--- src/rtl/link_mon_pkg.sv ---
// Shared definitions for the link status monitor: FSM state encoding and
// parameter defaults.
package link_mon_pkg;

  localparam int unsigned QUAL_CYCLES_DEF   = 1024;
  localparam int unsigned GLITCH_CYCLES_DEF = 4;
  localparam int unsigned CNT_BITS_DEF      = 16;

  typedef enum logic [1:0] {
    ST_DOWN    = 2'd0,
    ST_QUALIFY = 2'd1,
    ST_UP      = 2'd2,
    ST_DROPOUT = 2'd3
  } link_state_t;

endpackage

--- src/rtl/sat_counter.sv ---
// Saturating event counter. A synchronous clear beats a coincident increment,
// and the count sticks at all-ones instead of wrapping.
module sat_counter #(
  parameter int unsigned WIDTH = 16
) (
  input  logic             clock_i,
  input  logic             reset_i,
  input  logic             clr,
  input  logic             inc,
  output logic [WIDTH-1:0] count
);

  // Clear has priority; increment only below the saturation value.
  always_ff @(posedge clock_i) begin
    if (reset_i || clr) begin
      count <= '0;
    end else if (inc && (count != '1)) begin
      count <= count + 1'b1;
    end
  end

endmodule

--- src/rtl/link_status_monitor.sv ---
// Link status monitor: qualifies the combined link/clock status before
// declaring the link ready, tolerates short dropouts while up, and counts
// declared losses and tolerated dropouts.
// Optional feature: define LINK_MON_GLITCH_CNT_EN to build the dropout
// counter; otherwise glitch_cnt_o is tied to zero.
module link_status_monitor
  import link_mon_pkg::*;
#(
  parameter int unsigned QUAL_CYCLES   = QUAL_CYCLES_DEF,
  parameter int unsigned GLITCH_CYCLES = GLITCH_CYCLES_DEF,
  parameter int unsigned CNT_BITS      = CNT_BITS_DEF
) (
  input  logic                clock_i,
  input  logic                reset_i,
  input  logic                mmcms_locked_i,
  input  logic                gbt_rxready_i,
  input  logic                gbt_rxvalid_i,
  input  logic                gbt_txready_i,
  input  logic                cnt_reset_i,
  output logic                link_ready_o,
  output logic                link_lost_o,
  output logic [CNT_BITS-1:0] unlock_cnt_o,
  output logic [CNT_BITS-1:0] glitch_cnt_o,
  output logic [1:0]          state_o
);

  localparam int unsigned QUAL_W = $clog2(QUAL_CYCLES + 1);
  localparam int unsigned BAD_W  = (GLITCH_CYCLES == 0) ? 1 : $clog2(GLITCH_CYCLES + 1);
  localparam logic [QUAL_W-1:0] QUAL_LAST = QUAL_W'(QUAL_CYCLES - 1);
  localparam logic [BAD_W-1:0]  BAD_LAST  = BAD_W'(GLITCH_CYCLES);

  link_state_t       state;
  logic [QUAL_W-1:0] qual_cnt;
  logic [BAD_W-1:0]  bad_cnt;
  logic              good;
  logic              lose_now;

  assign good    = mmcms_locked_i & gbt_rxready_i & gbt_rxvalid_i & gbt_txready_i;
  assign state_o = state;

  // Loss is declared when a dropout outlives its budget, or on the first bad
  // cycle in UP when no dropout budget exists.
  always_comb begin
    lose_now = 1'b0;
    if (!good) begin
      if (state == ST_DROPOUT && bad_cnt >= BAD_LAST) begin
        lose_now = 1'b1;
      end else if (GLITCH_CYCLES == 0 && state == ST_UP) begin
        lose_now = 1'b1;
      end
    end
  end

  // Link FSM with registered ready level and loss strobe; ready follows the
  // state register one cycle later.
  always_ff @(posedge clock_i) begin
    if (reset_i) begin
      state        <= ST_DOWN;
      qual_cnt     <= '0;
      bad_cnt      <= '0;
      link_ready_o <= 1'b0;
      link_lost_o  <= 1'b0;
    end else begin
      link_ready_o <= (state == ST_UP) || (state == ST_DROPOUT);
      link_lost_o  <= lose_now;
      case (state)
        ST_DOWN: begin
          if (good) begin
            state    <= ST_QUALIFY;
            qual_cnt <= QUAL_W'(1);
          end
        end
        ST_QUALIFY: begin
          if (!good) begin
            state    <= ST_DOWN;
            qual_cnt <= '0;
          end else if (qual_cnt >= QUAL_LAST) begin
            state    <= ST_UP;
            qual_cnt <= '0;
          end else begin
            qual_cnt <= qual_cnt + 1'b1;
          end
        end
        ST_UP: begin
          if (lose_now) begin
            state <= ST_DOWN;
          end else if (!good) begin
            state   <= ST_DROPOUT;
            bad_cnt <= BAD_W'(1);
          end
        end
        ST_DROPOUT: begin
          if (good) begin
            state   <= ST_UP;
            bad_cnt <= '0;
          end else if (lose_now) begin
            state   <= ST_DOWN;
            bad_cnt <= '0;
          end else begin
            bad_cnt <= bad_cnt + 1'b1;
          end
        end
        default: state <= ST_DOWN;
      endcase
    end
  end

  sat_counter #(.WIDTH(CNT_BITS)) u_unlock_cnt (
    .clock_i (clock_i),
    .reset_i (reset_i),
    .clr     (cnt_reset_i),
    .inc     (lose_now),
    .count   (unlock_cnt_o)
  );

`ifdef LINK_MON_GLITCH_CNT_EN
  logic glitch_end;

  // A dropout that recovers before its budget runs out counts as a glitch.
  always_comb begin
    glitch_end = (state == ST_DROPOUT) && good;
  end

  sat_counter #(.WIDTH(CNT_BITS)) u_glitch_cnt (
    .clock_i (clock_i),
    .reset_i (reset_i),
    .clr     (cnt_reset_i),
    .inc     (glitch_end),
    .count   (glitch_cnt_o)
  );
`else
  assign glitch_cnt_o = '0;
`endif

endmodule
--- config.mk ---
export PLATFORM = sky130hd
export DESIGN_NAME = link_status_monitor
export DESIGN_NICKNAME = d
export VERILOG_FILES = /design/src/rtl/link_mon_pkg.sv /design/src/rtl/sat_counter.sv /design/src/rtl/link_status_monitor.sv
export SDC_FILE = /design/constraint.sdc
export NUM_CORES = 1
export LEC_CHECK = 0
export CAP_MARGIN = 5
export CORE_MARGIN = 2
export CORE_UTILIZATION = 35
export DETAILED_ROUTE_END_ITERATION = 8
export PLACE_DENSITY_LB_ADDON = 0.3
export SLEW_MARGIN = 25
export SYNTH_ARGS = -nofsm -noshare
export SYNTH_HDL_FRONTEND = slang
export SYNTH_SLANG_ARGS = --single-unit
--- constraint.sdc ---
create_clock -name clock_i -period 5.6 [get_ports clock_i]
set_input_delay 0.84 -clock clock_i [delete_from_list [all_inputs] [get_ports clock_i]]
set_output_delay 0.84 -clock clock_i [all_outputs]
set_load 0.01 [all_outputs]
# Word level (Yosys, flattened, before mapping)
# Index checks and enable logic that the tools add are counted.
# Widths: inputs -> output; s select.
[word_totals]
output_inout_bits = 36
ramBits = 0
in_bits = 7
latch_bits = 0
register_bits = 34
rom_bits = 0
elab_cells = 53
memories = 0
[op_classes]
eq_ne = 10
reduce_logical = 10
muxes = 19
bitwise_logic = 3
n_div = 0
n_lt_le_gt_ge = 2
shifts = 0
n_addsub = 3
multipliers = 0
[op_table]
columns = ["operator", "count"]
rows = [
  ["$mux 11", 3],
  ["$pmux 11 s2", 1],
  ["$add 16x1->16 const B", 1],
  ["$ne 16x16->1 const B", 1],
  ["$mux 2", 7],
  ["$mux 3", 4],
  ["$add 11x1->11 const B", 1],
  ["$ge 11x10->1 const B", 1],
  ["$pmux 2 s4", 1],
  ["$ne 2x2->1 const B", 3],
  ["$ne 3x2->1 const B", 2],
  ["$pmux 3 s2", 1],
  ["$eq 2x2->1 const B", 2],
  ["$reduce_and 4->1", 1],
  ["$reduce_bool 2->1", 2],
  ["$add 3x1->3 const B", 1],
  ["$and 1x1->1", 3],
  ["$ge 3x3->1 const B", 1],
  ["$ne 3x3->1 const B", 1],
  ["$reduce_and 3->1", 1],
  ["$eq 2x1->1 const B", 1],
  ["$logic_and 1x1->1", 2],
  ["$logic_not 2->1", 1],
  ["$logic_or 1x1->1", 2],
  ["2 further kinds", 3],
]

# Logic depth before layout (Yosys ltp)
# Gate-level depths: netlist (run 1).
[depth]
word_depth = 7
depth_mapped = 6

# By module
# A second synthesis (run 1) with hierarchy kept.
[hier_totals]
hier_cells = 220
area_unflattened_um2 = 1940.6
[by_module_without_submodules]
columns = ["mod", "area_per_inst_um2", "n_inst", "cells_each"]
rows = [
  ["link_status_monitor", 1093.5, 1, 125],
  ["sat_counter", 847.1, 1, 95],
]

# Worst setup path after synthesis (run 1)
# OpenSTA, ideal clock, no wires.
[synth_path]
kind = "input -> register"
startpoint = "input port gbt_txready_i"
endpoint = "register u_unlock_cnt.count[14]"
setup_ps = 70
t_arrival_ps = 2265
path_stages = 5
slack_ps = 3265
path_buffers = 1
cell_sequence = "and4_4 > buf_6 > or4_4 > or4_1 > a21oi_1"
[synth_between]
elab_chain_cells = 3
[synth_rtl]
columns = ["item", "line_no", "source"]
rows = [
  ["start, declared", "link_status_monitor.sv:18", "input logic gbt_txready_i,"],
  ["$and 1x1->1", "link_status_monitor.sv:38", "assign good = mmcms_locked_i & gbt_rxready_i & gbt_rxvalid_i & gbt_txready_i;"],
  ["$mux 1", "link_status_monitor.sv:45", "if (!good) begin"],
  ["$logic_and 1x1->1", "sat_counter.sv:17", "end else if (inc && (count != '1)) begin"],
  ["end signal, assigned", "sat_counter.sv:18", "count <= count + 1'b1;"],
  ["end, declared", "sat_counter.sv:10", "output logic [WIDTH-1:0] count"],
]
# No other way between the ends.
# A chain may end at the register's enable or synchronous reset.

# Worst setup path after layout (run 1)
[layout_path]
startpoint = "input port gbt_rxvalid_i"
endpoint = "register qual_cnt[6]"
[layout_between]
elab_chain_cells = 4
elab_cells_between_ends = 6
classes_between = "eq/ne (1); mux (2); bitwise (2); reduce/logical (1)"
[layout_rtl]
columns = ["item", "line_no", "source"]
rows = [
  ["start, declared", "link_status_monitor.sv:17", "input logic gbt_rxvalid_i,"],
  ["$and 1x1->1 * (2 in series)", "link_status_monitor.sv:38", ""],
  ["$mux 11 or $ne 2x2->1 (tied branches)", "n/a", ""],
  ["$pmux 11 s2 or $reduce_and 2->1 (tied branches)", "n/a", ""],
  ["end signal, assigned", "link_status_monitor.sv:81", "qual_cnt <= qual_cnt + 1'b1;"],
  ["end, declared", "link_status_monitor.sv:33", "logic [QUAL_W-1:0] qual_cnt;"],
]
# Every way passes the cells marked *; elsewhere a longest branch is shown, timed or not.

==> results of run 1 <==
[flip-flops by register name (all words and copies together), names as in the netlist, named ones only]
| signal | flops |
|---|---|
| state_o | 1 |
| bad_cnt | 3 |
| u_unlock_cnt.count | 16 |
| link_lost_o | 1 |
| link_ready_o | 1 |
| qual_cnt | 11 |
[power by group]
group | switching [mW] | internal [mW] | leakage, nW
Clock | 0.0894 | 0.0991 | 0.0482
Sequential | 0.000961 | 0.242 | 0.274
Combinational | 0.0133 | 0.00658 | 0.404
[kinds of logic (layout without fill, tap and decap cells)]
logic type      count (synthesis)  after routing
simple gates                  103            103
compound gates                 56             56
flops                          34             34
buf+inv                        31             40
fa+ha+maj                       3              3
xor+xnor                        2              2
mux                             2              2
other cells                     1             16
[cells in the final DEF (no fill, tap or decap), types with 3 or more instances in the layout]
master	count
sky130_fd_sc_hd__and2_1	3
sky130_fd_sc_hd__o31ai_1	9
sky130_fd_sc_hd__clkdlybuf4s50_1	26
sky130_fd_sc_hd__a21oi_1	16
sky130_fd_sc_hd__or3_1	5
sky130_fd_sc_hd__nor2_1	20
sky130_fd_sc_hd__or4_1	8
sky130_fd_sc_hd__nand2_1	15
sky130_fd_sc_hd__ha_1	3
sky130_fd_sc_hd__nor4_1	8
sky130_fd_sc_hd__clkbuf_8	6
sky130_fd_sc_hd__a22o_1	3
sky130_fd_sc_hd__nor3_1	13
sky130_fd_sc_hd__inv_1	6
sky130_fd_sc_hd__nand4_1	7
sky130_fd_sc_hd__conb_1	16
sky130_fd_sc_hd__nand3_1	12
sky130_fd_sc_hd__and4_1	3
sky130_fd_sc_hd__dfxtp_1	34
sky130_fd_sc_hd__o21ai_0	9
[final timing paths]
path / end / slack [ns]
max: qual_cnt[6] / 3.04
min: qual_cnt[9] / 0.48
max reg2reg: qual_cnt[4] / 3.52
min reg2reg: qual_cnt[9] / 0.48
[final cells by class]
class	instances	area, sq um
fillers	520	2928
multi-input cells	182	1102
flip-flops and latches	34	680.7
repair buffers	26	260.3
well taps	70	87.58
clock buffers	7	86.33
inverters	6	22.52
clock inverters	1	5.005
[critical path, cell delays in order]
cell and delay (ns):
sky130_fd_sc_hd__clkdlybuf4s50_1 0.50, sky130_fd_sc_hd__nand4_1 0.33, sky130_fd_sc_hd__or3_1 0.59, sky130_fd_sc_hd__o311ai_0 0.36, sky130_fd_sc_hd__o21a_1 0.16
[layer usage]
metal / vias to the layer above / part of all wire / global-route usage
met5: - / 0 / 0
met4: 0 / 0.028 / 0.08036
met3: 11 / 0.041 / 0.03837
met2: 38 / 0.46 / 0.2474
met1: 804 / 0.47 / 0.1889
li1: 907 / - / -
==> impl.org, run 1 <==
** Global routing
- In the global route stage, overall resource usage came out at 0.1538.
- The initial antenna violation count is 0.
- Wire length of the first global-routing pass :: 7493 microns
- Pin count of the biggest net entering global routing :: 17
- Overflow after GRT :: 0
- Number of global-route vias before repair :: 1586

** Layout
- Fraction of final layout cells sized beyond drive strength 1 :: 0.05859
- Area added between synthesis and finish :: 18.42%
- With fillers left out, the area of the finished cells amounts to 2245 sq um.
- ANT cells :: 0
- Nets :: 265
- Measured on the finished design, the core utilization comes to 0.4340.
- Leaving out filler cells and counting taps, the final layout contains 326.

** Critical path
- The worst setup path is captured at a flop.
- R2r startpoint :: qual_cnt[4]
- At the worst endpoint, the arrival time is 2.80 ns.
- Data required time at the worst endpoint :: 5.84 ns
- STA classifies the critical path startpoint as an input pin.
- The number of cells on the worst reg-to-reg path is 4.
- The most critical setup path has its startpoint at gbt_rxvalid_i.
- By startpoint and endpoint, the worst setup path is classified as input pin to flop.
- Of all nets on the critical path, the largest fanout is 10.

** Timing
- The number of max-slew violations in the final report came to 0.
- The number of endpoints with negative hold slack in the final report was 0.
- Setup violations, final :: 0
- RSZ-0062 raised after global routing :: no
- Final-layout worst hold slack :: 0.4820 ns
- Slew of the pin with the lowest slew margin :: 0.9201 ns
- Of the available clock period, the critical path in the final layout requires 0.4564.
- Maximum achievable frequency :: 0.3913 GHz
- The worst path meets setup with 3.044 ns of slack.
- Relative slew margins :: 0.3815
- Final critical-path required period :: 2.556 ns
- Final sum of negative setup slack :: 0 ns
- On the final layout, the worst clock skew is 0.003292 ns.

** Die
- Standard cell core area :: 5172 sq um
- Number of placed I/O pins :: 43
- From left edge to right edge, the die measures 77.59 microns.
- After floorplanning, the core was divided into 26 placement rows.
- Die Span Y :: 77.59 microns
- Initial Util :: 0.3665
- DIE AREA :: 6020 sq um

** CTS
- In this run, post-CTS repair resized a total of 0 instances.
- Maximum root-to-sink buffer count :: 2
- Setup repair bufs after CTS :: 0
- At the later pin of the worst-skew pair, clock insertion delay measures 0.29 ns.
- TritonCTS built the clock tree.
- The tree is rooted in a sky130_fd_sc_hd__clkbuf_8.
- Clock tree sinks :: 34
- The number of hold buffers added after CTS was 0.
- Level count of the clock H-tree :: 2
- Total clock buffers created by CTS :: 5
- After clock tree synthesis, the clock-pin slew on the worst setup and hold paths is 0.07 ns.

** Status
- Status :: finished, final reports clean

** Min path
- The worst hold path belongs to the class flop to flop.
- The worst hold path begins at qual_cnt[9].
- Instance count along the most critical hold path :: 1

** Yosys
- Flip-flop and latch count after synthesis :: 34
- Post-synthesis cell type count :: 46
- After synthesis the cells add up to 1896 sq um.
- Of the post-synthesis cell area, the part taken by muxes is 0.01056.
- Post-synth EDFFs :: 0
- Cell types with the largest area share after synthesis :: sky130_fd_sc_hd__dfxtp_1, sky130_fd_sc_hd__buf_4, sky130_fd_sc_hd__a21oi_1
- After synthesis, the largest family of logic cells by area is simple AND/OR/NAND/NOR gates.
- Portion of the post-synthesis area used by sequential elements :: 0.3591
- XOR/XNOR share of the synthesized area :: 0.009241
- Area share of the largest cell type after synthesis :: 0.3591
- Among all flip-flop cells after synthesis, the most frequent one is sky130_fd_sc_hd__dfxtp_1.
- Dividing the synthesized area by the synthesized cell count gives 8.171 sq um.
- Most repeated cell in the gate-level netlist after synthesis :: sky130_fd_sc_hd__dfxtp_1
- In the synthesized netlist the async set-or-reset flop fraction comes to 0.
- The compound-gate portion of the synthesized area came to 0.2059.
- Gate count of the mapped netlist :: 232
- Library cell with the largest summed area after synthesis :: sky130_fd_sc_hd__dfxtp_1
- Simple-gate portion of the synthesized area :: 0.2950
- Total of warnings raised by yosys :: 0
- Most frequent cells after synthesis :: sky130_fd_sc_hd__dfxtp_1, sky130_fd_sc_hd__nor2_1, sky130_fd_sc_hd__a21oi_1, sky130_fd_sc_hd__buf_4, sky130_fd_sc_hd__nand2_1
- Of the total synthesized cell area, the portion taken by full adders, half adders and majority gates is 0.01980.

** Routing
- The detailed router placed 1760 vias in this run.
- After detailed routing, the total wire length is 4373 microns.
- Average routed wire per standard cell :: 13.41 microns
- Via density per instance :: 5.399
- The first detailed-routing pass ran for 4 iterations.
- Once detail routing completed, the nets flagged for antenna violations numbered 0.
- The detailed router finished its first iteration with 137 violations.
- After detailed routing, the number of remaining DRC violations is 0.

** Job
- Number of violations of the max-capacitance limit :: 0

** Placed design
- The count of buffers added on input and output ports is 26.
- Routability-driven placement finished with a final weighted congestion of 0.8577.
- Post-placement cell count :: 318
- Before CTS, the worst setup slack after placement is 2.751 ns.
- Summing all placed instances gives a cell area of 2142 sq um.
- Post-DP HPWL :: 3093 microns

** Pwr
- The completed layout was analyzed and its total power is 451.7 uW.
- Power spread over the standard cell area amounts to 201.3 nW/um^2.
- IR analysis of the VDD net gives a maximum drop of 0.0001041 V.
- Total leakage power :: 0.7256 nW
(Power assumes the default switching activity.)
==> inputs of run 2 (changes only) <==
Clock period 5.6 ns to 2.2 ns, I/O delays scaled along.
==> run 2 against run 1 <==
First-iteration DRC count decreased by 12%. Total power is 150% higher. Final cell count grew 3.7%. Via count up 4.6%. Worst setup slack lost 2.8 ns. Critical path depth fell by 1. Sequential cell count unchanged. Non-clock buffer count increased by 13. Die area did not move. Hold slack worse by 0.0086 ns. Final area up 3.0%. Routed wire length is 2.7% higher.
==> impl.org, run 2 (synthesis gave the netlist of run 1 again) <==
** Status
- The run finished with clean final reports.

** Die
- The I/O pin total was 43 (unchanged).
- The die outline area came to 6020 sq um (unchanged).
- Standard cell core area :: 5172 sq um (unchanged)
- The placement row count is 26 (unchanged).
- Die extent in x :: 77.59 microns (unchanged)
- The die span in y is 77.59 microns (unchanged).
- Initial Util :: 0.3665 (unchanged)

** CTS
- The number of post-CTS setup repair buffers came to 0 (unchanged).
- Clock transition at the registers of the reported paths :: 0.07 ns (about the same)
- TritonCTS clock tree :: yes
- The number of clock buffers inserted by TritonCTS is 5 (unchanged).
- Maximum root-to-sink buffer count :: 2 (unchanged)
- Level count of the clock H-tree :: 2 (unchanged)
- The clock latency on the worst-skew pair is 0.28 ns (about the same).
- The number of resized instances in the post-cts repair step came to 0 (unchanged).
- The clock sink count is 34 (unchanged).
- The hold-fix buffer count after cts is 0 (unchanged).
- CTS root buf :: sky130_fd_sc_hd__clkbuf_8

** Routing
- Number of DRC markers after the initial detailed-route iteration :: 121 (-12%)
- The number of remaining DRC errors came to 0 (unchanged).
- DRT Wirelength :: 4489 microns (+2.7%)
- The detailed-route vias per instance came to 5.447 (+0.89%).
- Number of iterations in the first detailed-routing pass :: 4 (unchanged)
- Average routed wire per standard cell :: 13.28 microns (-0.99%)
- The number of antenna-violating nets in the routed design came to 0 (unchanged).
- Total via count after detailed routing :: 1841 (+4.6%)

** Global routing
- The via count of the first global-routing pass is 1635 (+3.1%).
- Wire length of the first global-routing pass :: 7631 microns (+1.8%)
- The initial antenna violation count came to 0 (unchanged).
- Pin count of the biggest net entering global routing :: 16 (-1)
- Overflow after GRT :: 0 (unchanged)
- Overall fraction of global-route tracks in use :: 0.1551 (+0.001225)

** Timing
- In the finished design, the share of the clock period the worst path needs comes to 0.8771.
- Maximum achievable frequency :: 0.5183 GHz
- Final sum of negative setup slack :: 0 ns (unchanged)
- Setup repair after global routing left no endpoint under its margin.
- The clock skew came to 0.004317 ns (+0.001025 ns).
- Subtracting the final worst setup slack from the clock period gives 1.930 ns.
- Number of hold-slack violations in the final timing report :: 0 (unchanged)
- Setup violations, final :: 0 (unchanged)
- The number of max-slew violations in the final report was 0 (unchanged).

** Pwr
- Switching Fraction :: 0.2359 (+0.006257)
- Total leakage power :: 0.7561 nW (+4.2%)
- The internal power component was 849.9 uW (+140%).
- The power per cell area was 481.1 nW/um^2 (+140%).
- Peak VDD IR :: 0.0004042 V (+290%)
- Part of the total power dissipated in sequential elements :: 0.556 (+0.018)
- Sw power :: 262.4 uW (+150%)
- The clock share of power was 0.393 (-0.024).
- Combinational share of power :: 0.051 (+0.007)

** Layout
- Top reg by flops :: u_unlock_cnt.count
- Area added between synthesis and finish :: 21.98%
- The number of fillers in the final layout was 521 (+0.19%).
- The layout cell share with drive strength beyond 1 was 0.1007 (+0.04215).
- ANT cells :: 0 (unchanged)
- The library cell used most frequently in the layout, excluding fill and tap cells, is sky130_fd_sc_hd__dfxtp_1.
- Core utilization of the finished layout :: 0.4470 (+0.01306)
- Max FFs per register :: 16 (unchanged)
- Top flop regs :: u_unlock_cnt.count x16, qual_cnt x11, bad_cnt x3
- In the layout the commonest cells are sky130_fd_sc_hd__dfxtp_1, sky130_fd_sc_hd__clkdlybuf4s50_1, sky130_fd_sc_hd__nor2_1.
- Nets :: 278 (+4.9%)

** Critical path
- The required arrival time at the worst endpoint was 2.41 ns (-3.43 ns).
- The critical path buffer and inverter count was 0 (-1).
- STA classifies the critical path startpoint as a flop.
- The cell family contributing the most delay on the critical path is simple AND/OR/NAND/NOR gates.
- Type of the setup path with the least slack :: flop to flop
- The signal on the critical path passes through nand4_2, or4_4, or4_1, a21oi_1.
- The arrival time at the worst endpoint is 2.14 ns (-0.66 ns).
- Cell type of the slowest stage on the worst timing path :: sky130_fd_sc_hd__or4_4
- The largest fanout on the critical path came to 7 (-3).
- Type of element capturing the critical path :: flop
- Maximum single-stage delay on the critical path :: 0.53 ns (-0.06 ns)

** Placed design
- The routability-driven placement congestion ratio was 0.8624 (+0.55%).
- The number of I/O port buffers came to 26 (unchanged).
- Post-DP HPWL :: 3317 microns (+7.3%)

** Job
- The max-cap violation count came to 0 (unchanged).

** Min path
- Min-delay worst type :: flop to flop
run 2: cell types whose count changed in the layout (fill, tap and decap cells not counted):
cell                       change
sky130_fd_sc_hd__clkinv_2      +1
sky130_fd_sc_hd__nor4_1        +1
sky130_fd_sc_hd__clkbuf_1      -1
sky130_fd_sc_hd__buf_4        +13
sky130_fd_sc_hd__clkbuf_8      -1
sky130_fd_sc_hd__nor4_2        -1
sky130_fd_sc_hd__o41ai_4       -1
sky130_fd_sc_hd__o41ai_2       +1
run 2: cell type report:
type	count	area, sq um	area share
clock buffers	5	68.82	0.02976
clock inverters	2	10.01	0.004329
well taps	70	87.58	0.03788
multi-input cells	182	1085	0.4692
inverters	6	22.52	0.009740
repair buffers	39	357.8	0.1548
flip-flops and latches	34	680.7	0.2944
run 2: power groups by stage:
stage | Combinational, mW | Clock, mW | Sequential, mW
2_1_floorplan | 0.0530 | 0 | 0.632
3_3_place_gp | 0.0558 | 0 | 0.633
3_5_place_dp | 0.0559 | 0 | 0.632
4_1_cts | 0.0562 | 0.455 | 0.618
5_1_grt | 0.0630 | 0.480 | 0.618
6_report | 0.0567 | 0.437 | 0.618
run 2: final timing paths:
check | from | to | slack [ns] | depth (start not counted)
hold / removal | qual_cnt[10] | qual_cnt[10] | 0.47 | 2
setup / recovery | u_unlock_cnt.count[7] | u_unlock_cnt.count[14] | 0.27 | 4
setup reg to reg | u_unlock_cnt.count[7] | u_unlock_cnt.count[14] | 0.27 | 4
hold reg to reg | qual_cnt[10] | qual_cnt[10] | 0.47 | 2
run 2: tightest hold or removal path, stage by stage (launching register included):
cell and delay [ns]:
sky130_fd_sc_hd__dfxtp_1 0.31, sky130_fd_sc_hd__inv_1 0.08, sky130_fd_sc_hd__nor2_1 0.05
run 2: metal layers:
layer  wire [microns]  global-route usage  up-vias
li1                 -                   -      926
met1             2131              0.1990      855
met2             2129              0.2440       52
met3              172             0.04651        8
met4               55             0.05893        0
met5                0                   0        -
run 2: through the flow:
step	area, sq um	total power [mW]	std cells	hold slack, ns	setup slack [ns]
floorplan	1952	0.6853	247	0.4132	0.3243
global placement	2233	0.6884	331	0.4671	0.02433
detailed placement	2233	0.6884	331	0.4687	-0.01117
CTS	2312	1.129	338	0.4790	0.2599
global route	2312	1.161	338	0.5049	0.1600
finish	2312	1.112	338	0.4733	0.2705
==> RTL edit 1, RTL diff (settings of run 2) <==
The option `LINK_MON_GLITCH_CNT_EN` is turned on by a define.
--- a/src/rtl/link_status_monitor.sv
+++ b/src/rtl/link_status_monitor.sv
@@ -3,6 +3,8 @@
 // declared losses and tolerated dropouts.
 // Optional feature: define LINK_MON_GLITCH_CNT_EN to build the dropout
 // counter; otherwise glitch_cnt_o is tied to zero.
+`define LINK_MON_GLITCH_CNT_EN
+
 module link_status_monitor
   import link_mon_pkg::*;
 #(
Function: no difference found for any inputs over 10 cycles, from zero or initial values and one cycle with reset_i high; that may be too few to reach the edited logic, so the function may still have changed.
==> RTL edit 1 against run 2 <==
  * Total power is 39% higher
  * Critical path type is now in2reg
  * Final area is 42% higher
  * Worst setup slack worse by 13 ps
  * Global-route usage is 1.0 points higher
  * Critical endpoint is now u_glitch_cnt.count[12]
  * Sequential cell count is 16 higher
  * Highest routed layer unchanged
  * Routed wire length is 39% higher
  * Die area is 32% higher
  * Area after synthesis is 34% higher
==> RTL edit 1: results (changes against run 2) <==
| Metric | Value |
|---|---|
| Synth Area in XOR/XNOR | 2.42% (+1.5 points) |
| Top flop regs | u_glitch_cnt.count x16, u_unlock_cnt.count x16, qual_cnt x11 |
| Mux share of post-synthesis cell area | 4.00% (+2.9 points) |
| Seq area share | 30.6% (+1.1 points) |
| CP arrival | 2180 ps (+40 ps) |
| Final #Nets | 374 (+35%) |
| Share of layout cells above drive strength 1 | 9.89% (-0.18 points) |
| Run status | finished, final reports clean |
| Final HPWL DP | 4570 um (+38%) |
| Vias in the first global route | 2276 (+39%) |
| #MultiIn Comb | 238 (+31%) |
| Post-synth top cells | dfxtp_1, nand2_1, a21oi_1, nor2_1, nand3_1 |
| Logic pwr share | 4.6% (-0.5 points) |
| Total clock sinks | 50 (+47%) |
| Sequential fraction of design power | 58.7% (+3.1 points) |
| Clock skew | 8.05 ps (+3.73 ps) |
| Sequential-to-total area share from yosys stat | 39.5% (+3.6 points) |
| Adder-cell share of the synthesized area | 1.98% (-0.0049 points) |
| Endpoint with the worst hold slack | qual_cnt[9] |
| Worst IR Drop VDD | 0.000220 V (-46%) |
| HP Start | qual_cnt[9] |
| CLK BUF | 6 (+1) |
| Final RePlAce weighted congestion | 0.846 (-1.9%) |
| Worst slack, placed | -35.8 ps (-24.6 ps) |
| Largest cells by area after synthesis | dfxtp_1, a21oi_1, nand2_1 |
| Non-clock buffer count | 62 (+59%) |
| Max Fclk | 515 MHz (-0.66%) |
| Routed WL | 6230 um (+39%) |
| GRT Total Usage | 16.5% (+1.0 points) |
| Placed Instance Area | 3180 um^2 (+42%) |
| Skew-Pair Late Insertion Delay | 300 ps (+20 ps) |
| CP startpoint | gbt_txready_i |
| Via/cell ratio | 5.40 (-0.79%) |
[RTL edit 1: cell count changes in the layout (fill, tap and decap cells not counted), moves of 7 or more]
cell             before  now
dfxtp_1              34   50
nand2_1              15   33
conb_1               16    0
buf_4                13   20
a21oi_1              16   25
clkdlybuf4s50_1      26   42
mux2i_1               2    9
[RTL edit 1: layer usage]
metal  part of all wire [%]  track usage, %  wire length [um]
met5                      0               0                 0
met4                    1.1            4.75                68
met3                    4.8            3.32               296
met2                     46            26.5              2870
met1                     48            22.6              2990
[RTL edit 1: worst max-delay path: stages]
cell             delay (ps)
clkdlybuf4s50_1         490
and4_1                  350
nand4_1                 290
or4_1                   570
a21oi_1                 150
[RTL edit 1: per-stage QoR]
step	setup TNS, ps	cells	power [mW]
after global routing	0	463	1.62
final	0	463	1.54
after global placement	0	455	0.998
after floorplan	0	306	0.963
after detailed placement	-88.6	455	1.00
after CTS	0	463	1.57
==> RTL edit 2, RTL diff (settings of run 2) <==
Made on the original files. Put a register stage on the output `unlock_cnt_o`, cleared by the reset. The value now appears one clock later. The other outputs are not delayed to match.
--- a/src/rtl/link_status_monitor.sv
+++ b/src/rtl/link_status_monitor.sv
@@ -28,6 +28,8 @@
   localparam int unsigned BAD_W  = (GLITCH_CYCLES == 0) ? 1 : $clog2(GLITCH_CYCLES + 1);
   localparam logic [QUAL_W-1:0] QUAL_LAST = QUAL_W'(QUAL_CYCLES - 1);
   localparam logic [BAD_W-1:0]  BAD_LAST  = BAD_W'(GLITCH_CYCLES);
+
+  logic [CNT_BITS-1:0] unlock_cnt_d;
 
   link_state_t       state;
   logic [QUAL_W-1:0] qual_cnt;
@@ -110,7 +112,7 @@
     .reset_i (reset_i),
     .clr     (cnt_reset_i),
     .inc     (lose_now),
-    .count   (unlock_cnt_o)
+    .count   (unlock_cnt_d)
   );
 
 `ifdef LINK_MON_GLITCH_CNT_EN
@@ -132,4 +134,12 @@
   assign glitch_cnt_o = '0;
 `endif
 
+  always_ff @(posedge clock_i) begin
+    if (reset_i) begin
+      unlock_cnt_o <= '0;
+    end else begin
+      unlock_cnt_o <= unlock_cnt_d;
+    end
+  end
+
 endmodule
Behaviour: same outputs for any inputs over 10 cycles, from zero or initial values and one cycle with reset_i high; that may be too few to reach the edited logic, so the function may still have changed.
==> RTL edit 2 against run 2 <==
  * Sequential cell count increased by 16
  * Final area grew 12%
  * Critical path depth down 3
  * Area after synthesis rose by 17%
  * Critical endpoint is now state_o[1]
  * Clock power grew 13%
  * Routed wire length decreased by 13%
  * Worst setup slack improved by 170 ps
  * Total power grew 31%
==> RTL edit 2: results (changes against run 2) <==
| Metric | Value |
|---|---|
| Run status | finished, final reports clean |
| # fillers | 638 (+22%) |
| Sequential-to-total area share from yosys stat | 45.2% (+9.3 points) |
| Sequential fraction of design power | 62.2% (+6.6 points) |
| DR iter-0 viols | 53 (-56%) |
| Dpl cells | 340 (+2.7%) |
| Crit path capture | state_o[1] |
| Post-synth top cells | dfxtp_1, nor2_1, buf_4 |
| Final HPWL DP | 2830 um (-15%) |
| Logic pwr share | 4.0% (-1.1 points) |
| Share of layout cells above drive strength 1 | 9.56% (-0.52 points) |
| Skew-Pair Late Insertion Delay | 300 ps (+20 ps) |
| Routed WL | 3920 um (-13%) |
| Top fanout value on the critical path | 12 (+5) |
| First-pass GRT wire length | 6800 um (-11%) |
| CP arrival | 1430 ps (-710 ps) |
| Post-synthesis async set-or-reset flop share | 0% (unchanged) |
| GRT Total Usage | 11.7% (-3.8 points) |
| CP peak stage delay | 610 ps (+80 ps) |
| Vias in the first global route | 1461 (-11%) |
| Internal Power | 1.14 mW (+34%) |
| Hold depth | 2 (unchanged) |
| Clock skew | 9.80 ps (+5.48 ps) |
| Worst reg2reg path endpoint | u_unlock_cnt.count[5] |
| Cell Pwr Density | 565 nW/um^2 (+17%) |
| Worst r2r src | u_unlock_cnt.count[0] |
| Crit Path Class | reg2out |
| Largest cells by area after synthesis | dfxtp_1, buf_4, nor2_1 |
| Critical Path Slowest Stage Cell | clkdlybuf4s50_1 |
| Final #Nets | 282 (+1.4%) |
| H-tree depth | 2 (unchanged) |
| Mapped Avg Cell Area | 9.11 um^2 (+11%) |
| Worst IR Drop VDD | 0.000348 V (-14%) |
| Final RePlAce weighted congestion | 0.796 (-7.7%) |
| Cell family with most CP delay | buffers and inverters |
| Reg2Reg Depth | 7 (+3) |
| Final Non-Filler Cells | 347 (+2.7%) |
| Distinct cells, synth | 47 (+2.2%) |
| R2r setup slk | 470 ps (+200 ps) |
| Leakage power | 0.942 nW (+25%) |
RTL edit 2: cell types whose count changed after synthesis, sizes merged, moves of 5 or more:
cell,change
or4,-7
xnor2,+12
o31ai,-9
nor2b,+17
nor2,+15
nor4,-7
o21ai,-5
dfxtp,+16
RTL edit 2: cells by family (layout without fill, tap and decap cells):
| group | Yosys count | after routing | share of synthesized area, % |
|---|---|---|---|
| adder cells (fa/ha/maj) | 3 | 3 | 1.70 |
| multiplexers | 1 | 1 | 0.452 |
| AO/OA/AOI/OAI | 28 | 28 | 9.21 |
| other | 1 | 16 | 0.169 |
| buffers and inverters | 26 | 40 | 7.52 |
| flip-flops | 50 | 50 | 45.2 |
| XOR/XNOR | 16 | 16 | 6.33 |
| AND/OR/NAND/NOR | 118 | 118 | 29.4 |
RTL edit 2: stage by stage:
step	worst slack (ps)	instance area, um^2	hold WS [ps]	utilization, %
2_1_floorplan	607	2270	437	-
3_3_place_gp	265	2500	451	41.5
3_5_place_dp	207	2500	463	41.5
4_1_cts	435	2580	476	42.8
5_1_grt	280	2580	507	42.8
6_report	443	2580	476	42.8
RTL edit 2: metal layers:
metal | track usage, % | share of wire [%] | vias to the layer above
met5 | 0 | 0 | -
met4 | 3.52 | 1.4 | 0
met3 | 3.17 | 3.3 | 4
met2 | 17.7 | 43 | 29
met1 | 16.4 | 52 | 749
li1 | - | - | 864
RTL edit 2: layout make-up:
| type | count | area share [%] |
|---|---|---|
| sequential | 50 | 38.8 |
| inverter | 2 | 0.291 |
| timing repair buffer | 31 | 11.5 |
| clock buffer | 5 | 2.67 |
| tap | 75 | 3.64 |
| clock inverter | 2 | 0.388 |
| multi-input combinational | 182 | 42.7 |
